--- src/rtl/sdram_wb_arbiter.sv ---
// Two-master wishbone arbiter in front of a single SDRAM bridge port.
// Define SDRAM_ARB_RR_EN for round-robin; default is fixed m0 priority.
module sdram_wb_arbiter #(
  parameter int AW = 32,
  parameter int DW = 16
) (
  input  logic          clk,
  input  logic          reset_n,
  input  logic [AW-1:0] m0_address,
  input  logic [DW-1:0] m0_writedata,
  output logic [DW-1:0] m0_readdata,
  input  logic          m0_strobe,
  input  logic          m0_cycle,
  input  logic          m0_write,
  output logic          m0_ack,
  input  logic [AW-1:0] m1_address,
  input  logic [DW-1:0] m1_writedata,
  output logic [DW-1:0] m1_readdata,
  input  logic          m1_strobe,
  input  logic          m1_cycle,
  input  logic          m1_write,
  output logic          m1_ack,
  output logic [AW-1:0] s_address,
  output logic [DW-1:0] s_writedata,
  input  logic [DW-1:0] s_readdata,
  output logic          s_strobe,
  output logic          s_cycle,
  output logic          s_write,
  input  logic          s_ack,
  output logic [1:0]    grant
);

  typedef enum logic [2:0] {
    IDLE,
    OWN0,
    OWN1,
    GAP,
    DRAIN
  } state_t;

  state_t     state_q, state_d;
  logic [1:0] grant_q, grant_d;
  logic       req0, req1, pick1;

  assign req0 = m0_cycle & m0_strobe;
  assign req1 = m1_cycle & m1_strobe;

`ifdef SDRAM_ARB_RR_EN
  // last_q = 1 means m1 owned the most recent grant
  logic last_q, last_d;

  assign pick1 = req1 & (~req0 | ~last_q);

  always_comb begin
    last_d = last_q;
    if (state_q == IDLE && (req0 | req1))
      last_d = pick1;
  end
`else
  assign pick1 = req1 & ~req0;
`endif

  always_comb begin
    state_d = state_q;
    unique case (state_q)
      IDLE:
        if (req0 | req1)
          state_d = pick1 ? OWN1 : OWN0;
      OWN0:
        if (s_ack)      state_d = GAP;
        else if (!req0) state_d = DRAIN;
      OWN1:
        if (s_ack)      state_d = GAP;
        else if (!req1) state_d = DRAIN;
      GAP:
        state_d = IDLE;
      DRAIN:
        if (s_ack) state_d = GAP;
      default:
        state_d = IDLE;
    endcase
    grant_d = {state_d == OWN1, state_d == OWN0};
  end

  always_ff @(posedge clk or negedge reset_n) begin
    if (!reset_n) begin
      state_q <= IDLE;
      grant_q <= 2'b00;
`ifdef SDRAM_ARB_RR_EN
      last_q  <= 1'b1;
`endif
    end else begin
      state_q <= state_d;
      grant_q <= grant_d;
`ifdef SDRAM_ARB_RR_EN
      last_q  <= last_d;
`endif
    end
  end

  assign grant = grant_q;

  // Slave side is quiet outside OWNx so each transfer starts on a fresh edge
  always_comb begin
    s_address   = '0;
    s_writedata = '0;
    s_write     = 1'b0;
    s_cycle     = 1'b0;
    s_strobe    = 1'b0;
    m0_ack      = 1'b0;
    m1_ack      = 1'b0;
    m0_readdata = '0;
    m1_readdata = '0;
    if (state_q == OWN0) begin
      s_address   = m0_address;
      s_writedata = m0_writedata;
      s_write     = m0_write;
      s_cycle     = 1'b1;
      s_strobe    = 1'b1;
      m0_ack      = s_ack;
      m0_readdata = s_readdata;
    end else if (state_q == OWN1) begin
      s_address   = m1_address;
      s_writedata = m1_writedata;
      s_write     = m1_write;
      s_cycle     = 1'b1;
      s_strobe    = 1'b1;
      m1_ack      = s_ack;
      m1_readdata = s_readdata;
    end
  end

endmodule

--- config.mk ---
export PLATFORM = sky130hd
export DESIGN_NAME = sdram_wb_arbiter
export DESIGN_NICKNAME = d
export VERILOG_FILES = /design/src/rtl/sdram_wb_arbiter.sv
export SDC_FILE = /design/constraint.sdc
export NUM_CORES = 1
export LEC_CHECK = 0
export ABC_CLOCK_PERIOD_IN_PS = 2540
export CORE_AREA = 2 2 82 84
export DETAILED_ROUTE_END_ITERATION = 10
export DIE_AREA = 0 0 84 86
export GPL_TIMING_DRIVEN = 0
export PLACE_DENSITY = 0.82
export SLEW_MARGIN = 20
export SYNTH_ARGS = -nofsm -noshare
export SYNTH_HDL_FRONTEND = slang
export SYNTH_SLANG_ARGS = --single-unit
--- constraint.sdc ---
create_clock -name clk -period 2.54 [get_ports clk]
set_clock_uncertainty 0.1 [all_clocks]
set_input_delay 0.381 -clock clk [delete_from_list [all_inputs] [get_ports clk]]
set_output_delay 0.381 -clock clk [all_outputs]
set_load 0.03 [all_outputs]
* After elaboration in Yosys (flattened, before gate mapping)
Index checks and enable logic that the tools add are counted.
Storage, ports and cells: flip-flop bits (word level) 5, latch bits 0, bits in writable memories 0, memory bits (read-only) 0, input port bits 121, output and inout bits 87, logic and storage cells 35, memories 0
Operators by class: add/subtract/negate cells 0, multipliers 0, div/mod/pow operators 0, order comparisons 0, equal/unequal tests 5, shifts and indexed selects 0, mux-type cells 22, bitwise gates (word level) 5, reduce and logical (&&, ||, !) cells 1
Operators by type and width (count):
- 16-bit two-way mux | 5
- 32-bit two-way mux | 2
- 3-bit two-way mux | 6
- 3-bit one-hot mux with 4 select lines | 1
- 1-bit two-way mux | 7
- 3-bit by 1-bit == test with 1-bit output, second input constant | 2
- 3-bit by 2-bit == test with 1-bit output, second input constant | 2
- 1-bit bitwise AND | 3
- 3-bit == test, second input constant | 1
- 3-bit logical NOT | 1
- 2-bit two-way mux | 1
- 1-bit inverter | 1
- 1-bit OR | 1

* Longest topological paths before layout
Gate-level depths: netlist of run 1.
depth in word-level cells 7, mapped depth 6, gate-level depth less buffers 3

* Worst setup path before layout of run 1
No wires, ideal clock.
path kind reg-to-output, start register state_q[0], end output s_strobe, arrival time 1361 ps, data required time 2059 ps, path slack 698 ps, stages on the path, launching flop included 6, buffers on the path 3, cell sequence dfrtp_1 buf_4 nor3b_4 buf_6 or2_2 buf_4
On the way: word-level cells in the longest chain between the ends 3, elaborated cells between the ends (all ways) 4, those cells by class eq/ne: 2; mux: 2
RTL lines:
- start: declaration | RTL line 41 | state_t state_q, state_d;
- start signal: assignment | RTL line 93 | state_q <= state_d;
- 3-bit by 2-bit == test with 1-bit output | RTL line 122 | end else if (state_q == OWN1) begin
- 1-bit two-way mux
- 1-bit two-way mux *
- end: declaration | RTL line 26 | output logic s_strobe,
Every way passes the cells marked *; elsewhere a longest branch is shown, timed or not.

* Final worst setup path of run 1
start register state_q[2], end output s_writedata[13]
On the way: word-level cells in the longest chain between the ends 3, elaborated cells between the ends (all ways) 4, those cells by class eq/ne: 2; mux: 2
RTL lines:
- 3-bit by 2-bit == test with 1-bit output | RTL line 122
- 16-bit two-way mux | RTL line 122
- 16-bit two-way mux * | RTL line 114 | if (state_q == OWN0) begin
- end: declaration | RTL line 24 | output logic [DW-1:0] s_writedata,
Marked as above.

==> metrics.yaml, run 1 <==
status: "finished, final reports clean"
io_pins: 208
setup.worst_path.class: "flop to output pin"
ctsHtreeMaxLevel: 1
die_w_um: 84
ys_types: 24
p_per_area_nw_per_um2: 1051
rrSetupSlack_ns: 1.08
ir_worst_vdd_v: 0.0006908
io_buffers: 206
grt_pass1_wl_um: 9149
layout_min_cycle_time_ns: 2.418
avgSynthCellArea_sq_um: 8.312
path_cells: "buf_2 > nor3b_4 > buf_6 > buf_6 > a22o_1 > clkdlybuf4s15_1"
dpl_worst_slack_ns: -0.04561
post_cts_buffers: 0
clkTransAtPathRegs_ns: 0.04
firstDrtPassIters: 4
setup_viol: 0
ant_nets: 0
core_sq_um: 6277
synth-seq-cells: 5
p_sw_share_pct: 56.92
rsz0062_at_grt: "false"
syn_to_final_growth_pct: 195.7
row_count: 29
yosysTopAreaCell: "a22o_1"
power.switching_mw: 1.898
dieArea_sq_um: 7224
drc: 0
dp.cells: 412
cts_tree: "yes"
die_h_um: 86
cts_buffers: 3
clock_sinks: 5
cp_common_cell: "buf_6"
slew_viol_final: 0
antenna_found_initial: 0
cts_root_buf: "clkbuf_8"
reg2reg_depth: 6
fin_ws_ns: 0.1217
avgViaCountPerCell: 4.507
layout-drive-gt1-share_pct: 9.735
fin_crit_sh_pct: 95.21
synth_cells: 129
drt_iter0_markers: 41
holdWs_ns: 0.2760
yosysTopAreaCellShare_pct: 40.02
regToRegStartpoint: "state_q[0]"
r2r-end: "state_q[2]"
nets: 461
drt_wl_total_um: 6108
startpoint_type: "flop"
grt_max_degree: 11
final_common_cell: "clkdlybuf4s50_1"
cts.path.max_buffers: 2
n_antenna_cell: 0
clock_latency_ns: 0.22
p_clk_share_pct: 4.6
final_cell_mix: "clkdlybuf4s50_1 (122), dlygate4sd2_1 (53), a22o_1 (49), and2_1 (33), clkdlybuf4s15_1 (23)"
ys_top_cells_by_area: "a22o_1 (40%), and2_1 (19%), dfrtp_1 (12%)"
worstPathArrival_ns: 1.94
critPathRequiredTime_ns: 2.06
syn_nets: 250
relSlewSlack_pct: 76.80
seq_area_frac_synth_pct: 11.67
hold_violations: 0
grt-ovfl-total: 0
final_cells: 416
gp_congestion: 0.8032
hold_path_class: "primary input to asynchronous set/reset pin"
maxCapViolCount: 0
power.leakage_nw: 1.520
grt_pass1_vias: 1905
grt_usage_pct: 15.31
yosysWarnings: 0
cp_max_fo: 10
combPwrFrac_pct: 91.6
start_util_pct: 17.08
dp_hpwl_um: 5257
end_kind: "output pin"
num_vias: 1875
syn-cell-area_sq_um: 1072
slowest_stage: "dfrtp_1"
cp_slowest_stage_delay_ns: 0.39
fmax_mhz: 413.5
worstMarginPinSlew_ns: 0.3392
wl_per_cell_um: 14.68
internal_power_mw: 1.436
pwr-share-seq_pct: 3.8
power groups by stage:
| stage | clock network, mW | registers [mW] | logic (mW) |
|---|---|---|---|
| finish | 0.152 | 0.127 | 3.05 |
| global route | 0.156 | 0.132 | 3.23 |
| floorplan | 0 | 0.138 | 2.04 |
| detailed placement | 0 | 0.128 | 3.43 |
| CTS | 0.154 | 0.127 | 3.06 |
| global placement | 0 | 0.127 | 3.41 |
critical path, delay by kind of cell (launching register included):
| family | cells | cell delay (ns) |
|---|---|---|
| buffers and inverters | 4 | 0.91 |
| flip-flops | 1 | 0.39 |
| AND/OR/NAND/NOR | 1 | 0.27 |
| AO/OA/AOI/OAI | 1 | 0.13 |
through the flow:
step / utilization (%) / TNS, ns / area, sq um / power, mW
floorplan: - / 0 / 1072 / 2.179
global placement: 51.47 / -0.07364 / 3231 / 3.540
detailed placement: 51.47 / -0.3662 / 3231 / 3.560
CTS: 50.53 / 0 / 3172 / 3.342
global route: 50.51 / 0 / 3171 / 3.516
finish: 50.51 / 0 / 3171 / 3.334
Yosys cell counts:
cell	n
and2_1	33
nor3b_4	2
a21oi_1	1
a21o_1	1
or2_2	1
a22o_1	49
nor2b_1	2
buf_2	5
a2111oi_0	1
o311ai_1	1
o31ai_1	3
nor4_1	1
o21ai_0	2
dfrtp_1	5
a32oi_1	1
a31oi_1	1
and4bb_2	1
buf_4	5
nor2_1	1
clkbuf_1	2
nand3b_1	1
nand2_1	3
clkbuf_2	2
buf_6	5
kinds of logic after synthesis:
logic type	Yosys count	share of synthesized area (%)
AO/OA/AOI/OAI	60	47.26
AND/OR/NAND/NOR	45	28.36
buffers and inverters	19	12.72
flip-flops	5	11.67
area by class of cell:
cell class / count / area (sq um)
repair buffers: 206 / 1956
flip-flops and latches: 5 / 125.1
fillers: 617 / 3107
plain buffers: 19 / 137.6
multi-input cells: 105 / 810.8
well taps: 77 / 96.34
clock buffers: 4 / 45.04
per-layer routing:
metal  vias up  track usage [%]  routed length (um)
li1        919                -                   -
met1       837            16.23                2248
met2       115            30.98                3286
met3         4            3.850                 549
met4         0            2.053                  23
met5         -                0                   0
registers in the layout, summed over array words and instances (netlist names):
signal	flops
grant	2
state_q	3
worst max path at each step:
| stage | from | endpoint | depth (start not counted) |
|---|---|---|---|
| 2_1_floorplan | state_q[0] | s_strobe | 5 |
| 3_3_place_gp | state_q[2] | m1_readdata[11] | 5 |
| 3_5_place_dp | state_q[2] | m1_readdata[13] | 5 |
| 4_1_cts | state_q[2] | s_address[16] | 6 |
| 5_1_grt | state_q[2] | s_address[10] | 6 |
| 6_report | state_q[2] | s_writedata[13] | 6 |
repair_timing:
item                                    4_1_cts  5_1_grt
cloned                                        0        0
gates resized for setup                      85       39
endpoints found under the setup margin       84       31
hold buffers                                  0        0
Note: power is estimated with default switching activity, not from simulation.
==> inputs of run 2 (changes only) <==
--- a/config.mk
+++ b/config.mk
@@ -6,6 +6,7 @@
 export NUM_CORES = 1
 export LEC_CHECK = 0
 export ABC_CLOCK_PERIOD_IN_PS = 2540
+export CAP_MARGIN = 5
 export CORE_AREA = 2 2 82 84
 export DETAILED_ROUTE_END_ITERATION = 10
 export DIE_AREA = 0 0 84 86
==> results of run 2 <==
Final layout, timing and power as in run 1 (identical DEF).
==> RTL edit, RTL diff (flow settings as in run 1) <==
Reset style: synchronous (`reset_n`), changed in one clocked block.
--- a/src/rtl/sdram_wb_arbiter.sv
+++ b/src/rtl/sdram_wb_arbiter.sv
@@ -82,7 +82,7 @@
     grant_d = {state_d == OWN1, state_d == OWN0};
   end
 
-  always_ff @(posedge clk or negedge reset_n) begin
+  always_ff @(posedge clk) begin
     if (!reset_n) begin
       state_q <= IDLE;
       grant_q <= 2'b00;
Behaviour: differs if reset_n is asserted again (counterexample within 4 cycles, from zero or initial values and one cycle with reset_n low); with reset_n held inactive, the same outputs for 10 cycles.
==> RTL edit against run 1 <==
  * Critical endpoint is now s_address[27]
  * Design area fell by 1.3%
  * First-iteration DRC count fell by 20%
  * Area after synthesis fell by 7.7%
  * Wire length rose by 10%
  * Worst setup slack got worse by 0.0054 ns
  * Sequential cell count did not move
Power is not compared: it rests on default switching activity, and its combinational part moved more than twofold at a synthesized area within 25%.
==> RTL edit: results (changes against run 1) <==
Parameter                              Value

Outcome
  Outcome ... complete, no violations

Worst setup path
  Endpoint of the lowest-slack register-to-register path ... state_q[2]
  Critical path endpoint ... s_address[27]
  Reg-to-reg startpoint ... state_q[0]
  CP max stage cell ... dlygate4sd2_1
  Flop2flop setup slack ... 0.96 ns (-0.12 ns)

Synth
  Number of distinct standard cells referenced by the synthesized netlist ... 23 (-4.2%)
  Dominant cells by area after synthesis ... a22o_1, and2_1, dfxtp_1
  Syn nets ... 245 (-2.0%)
  Synth cell count leaders ... a22o_1, and2_1, buf_2, buf_4, dfxtp_1
  Sequential-to-total area share from yosys stat ... 10.1% (-1.6 points)
  Synth async-reset ratio ... 0% (-100 points)
  Post-Synthesis Mean Instance Area ... 7.98 sq um (-4.0%)
  Most used DFF post-synth ... dfxtp_1
  Proportion of synthesized area in mux cells ... 1.01% (+1.0 points)
  Synth Area in Compound Gates ... 48.0% (+0.78 points)

STA
  Actual slew at the worst max-slew pin ... 0.387 ns (+0.0476 ns)
  Final critical-path required period ... 2.42 ns (+0.00543 ns)

Routing
  Number of design-rule violations left by the first detailed-router iteration ... 33 (-20%)
  Vias ... 1869 (-0.32%)
  Wire length per cell ... 16.2 um (+10%)

Global route
  Vias in the first global route ... 1951 (+2.4%)
  Overall routing resource usage ... 17.6% (+2.3 points)

Place
  Final HPWL from detailed placement ... 5790 um (+10%)
  Post-DP Area ... 3160 sq um (-2.2%)
  Routability congestion estimate ... 0.834 (+3.8%)
  Pre-CTS setup slack ... -0.165 ns (-0.120 ns)
  Cell count after placement ... 408 (-0.97%)

Clock tree
  Number of gates resized after cts ... 92 (+8.2%)
## RTL edit: changes by cell type after synthesis, moves of 2 or more
cell | before | now
dfxtp_1 | 0 | 5
o31ai_1 | 3 | 0
dfrtp_1 | 5 | 0
nor2b_1 | 2 | 0
buf_2 | 5 | 7
clkbuf_2 | 2 | 0
buf_6 | 5 | 0
o21ai_0 | 2 | 0
## RTL edit: area by class of cell
cell class                      instances  area [sq um]
Buffer                                 16          97.6
Clock buffer                            4          45.0
Fill cell                             635          3150
Inverter                                1          3.75
Multi-Input combinational cell        102           795
Sequential cell                         5           101
Tap cell                               77          96.3
Timing Repair Buffer                  211          1990
## RTL edit: power by group
group | switching (mW) | internal [mW] | total (mW)
clock | 0.0411 | 0.108 | 0.149
sequential | 0.00773 | 0.0855 | 0.0933
combinational | 0.458 | 0.403 | 0.860
## RTL edit: how the worst min path moves through the flow
stage / from / slack [ns] / cells past startpoint / endpoint
2_1_floorplan: s_ack / 0.38 / 1 / state_q[2]
3_3_place_gp: state_q[0] / 0.50 / 1 / state_q[2]
3_5_place_dp: state_q[0] / 0.52 / 2 / grant[0]
4_1_cts: state_q[0] / 0.53 / 2 / grant[0]
5_1_grt: state_q[0] / 0.57 / 1 / state_q[2]
6_report: state_q[0] / 0.52 / 1 / state_q[2]
## RTL edit: routing by layer
metal | global-route usage (%) | up-vias | share of wire [%]
met3 | 4.14 | 7 | 8.7
li1 | - | 910 | -
met1 | 19.5 | 837 | 39
met2 | 33.8 | 115 | 51
met4 | 4.40 | 0 | 1.4
met5 | 0 | - | 0
## RTL edit: worst register-to-register path, cell delays in order, from the launching register on
cell      delay, ns
dfxtp_1        0.45
nor3b_4        0.24
buf_4          0.15
buf_4          0.18
buf_4          0.18
nand4b_1       0.10
o41ai_1        0.08
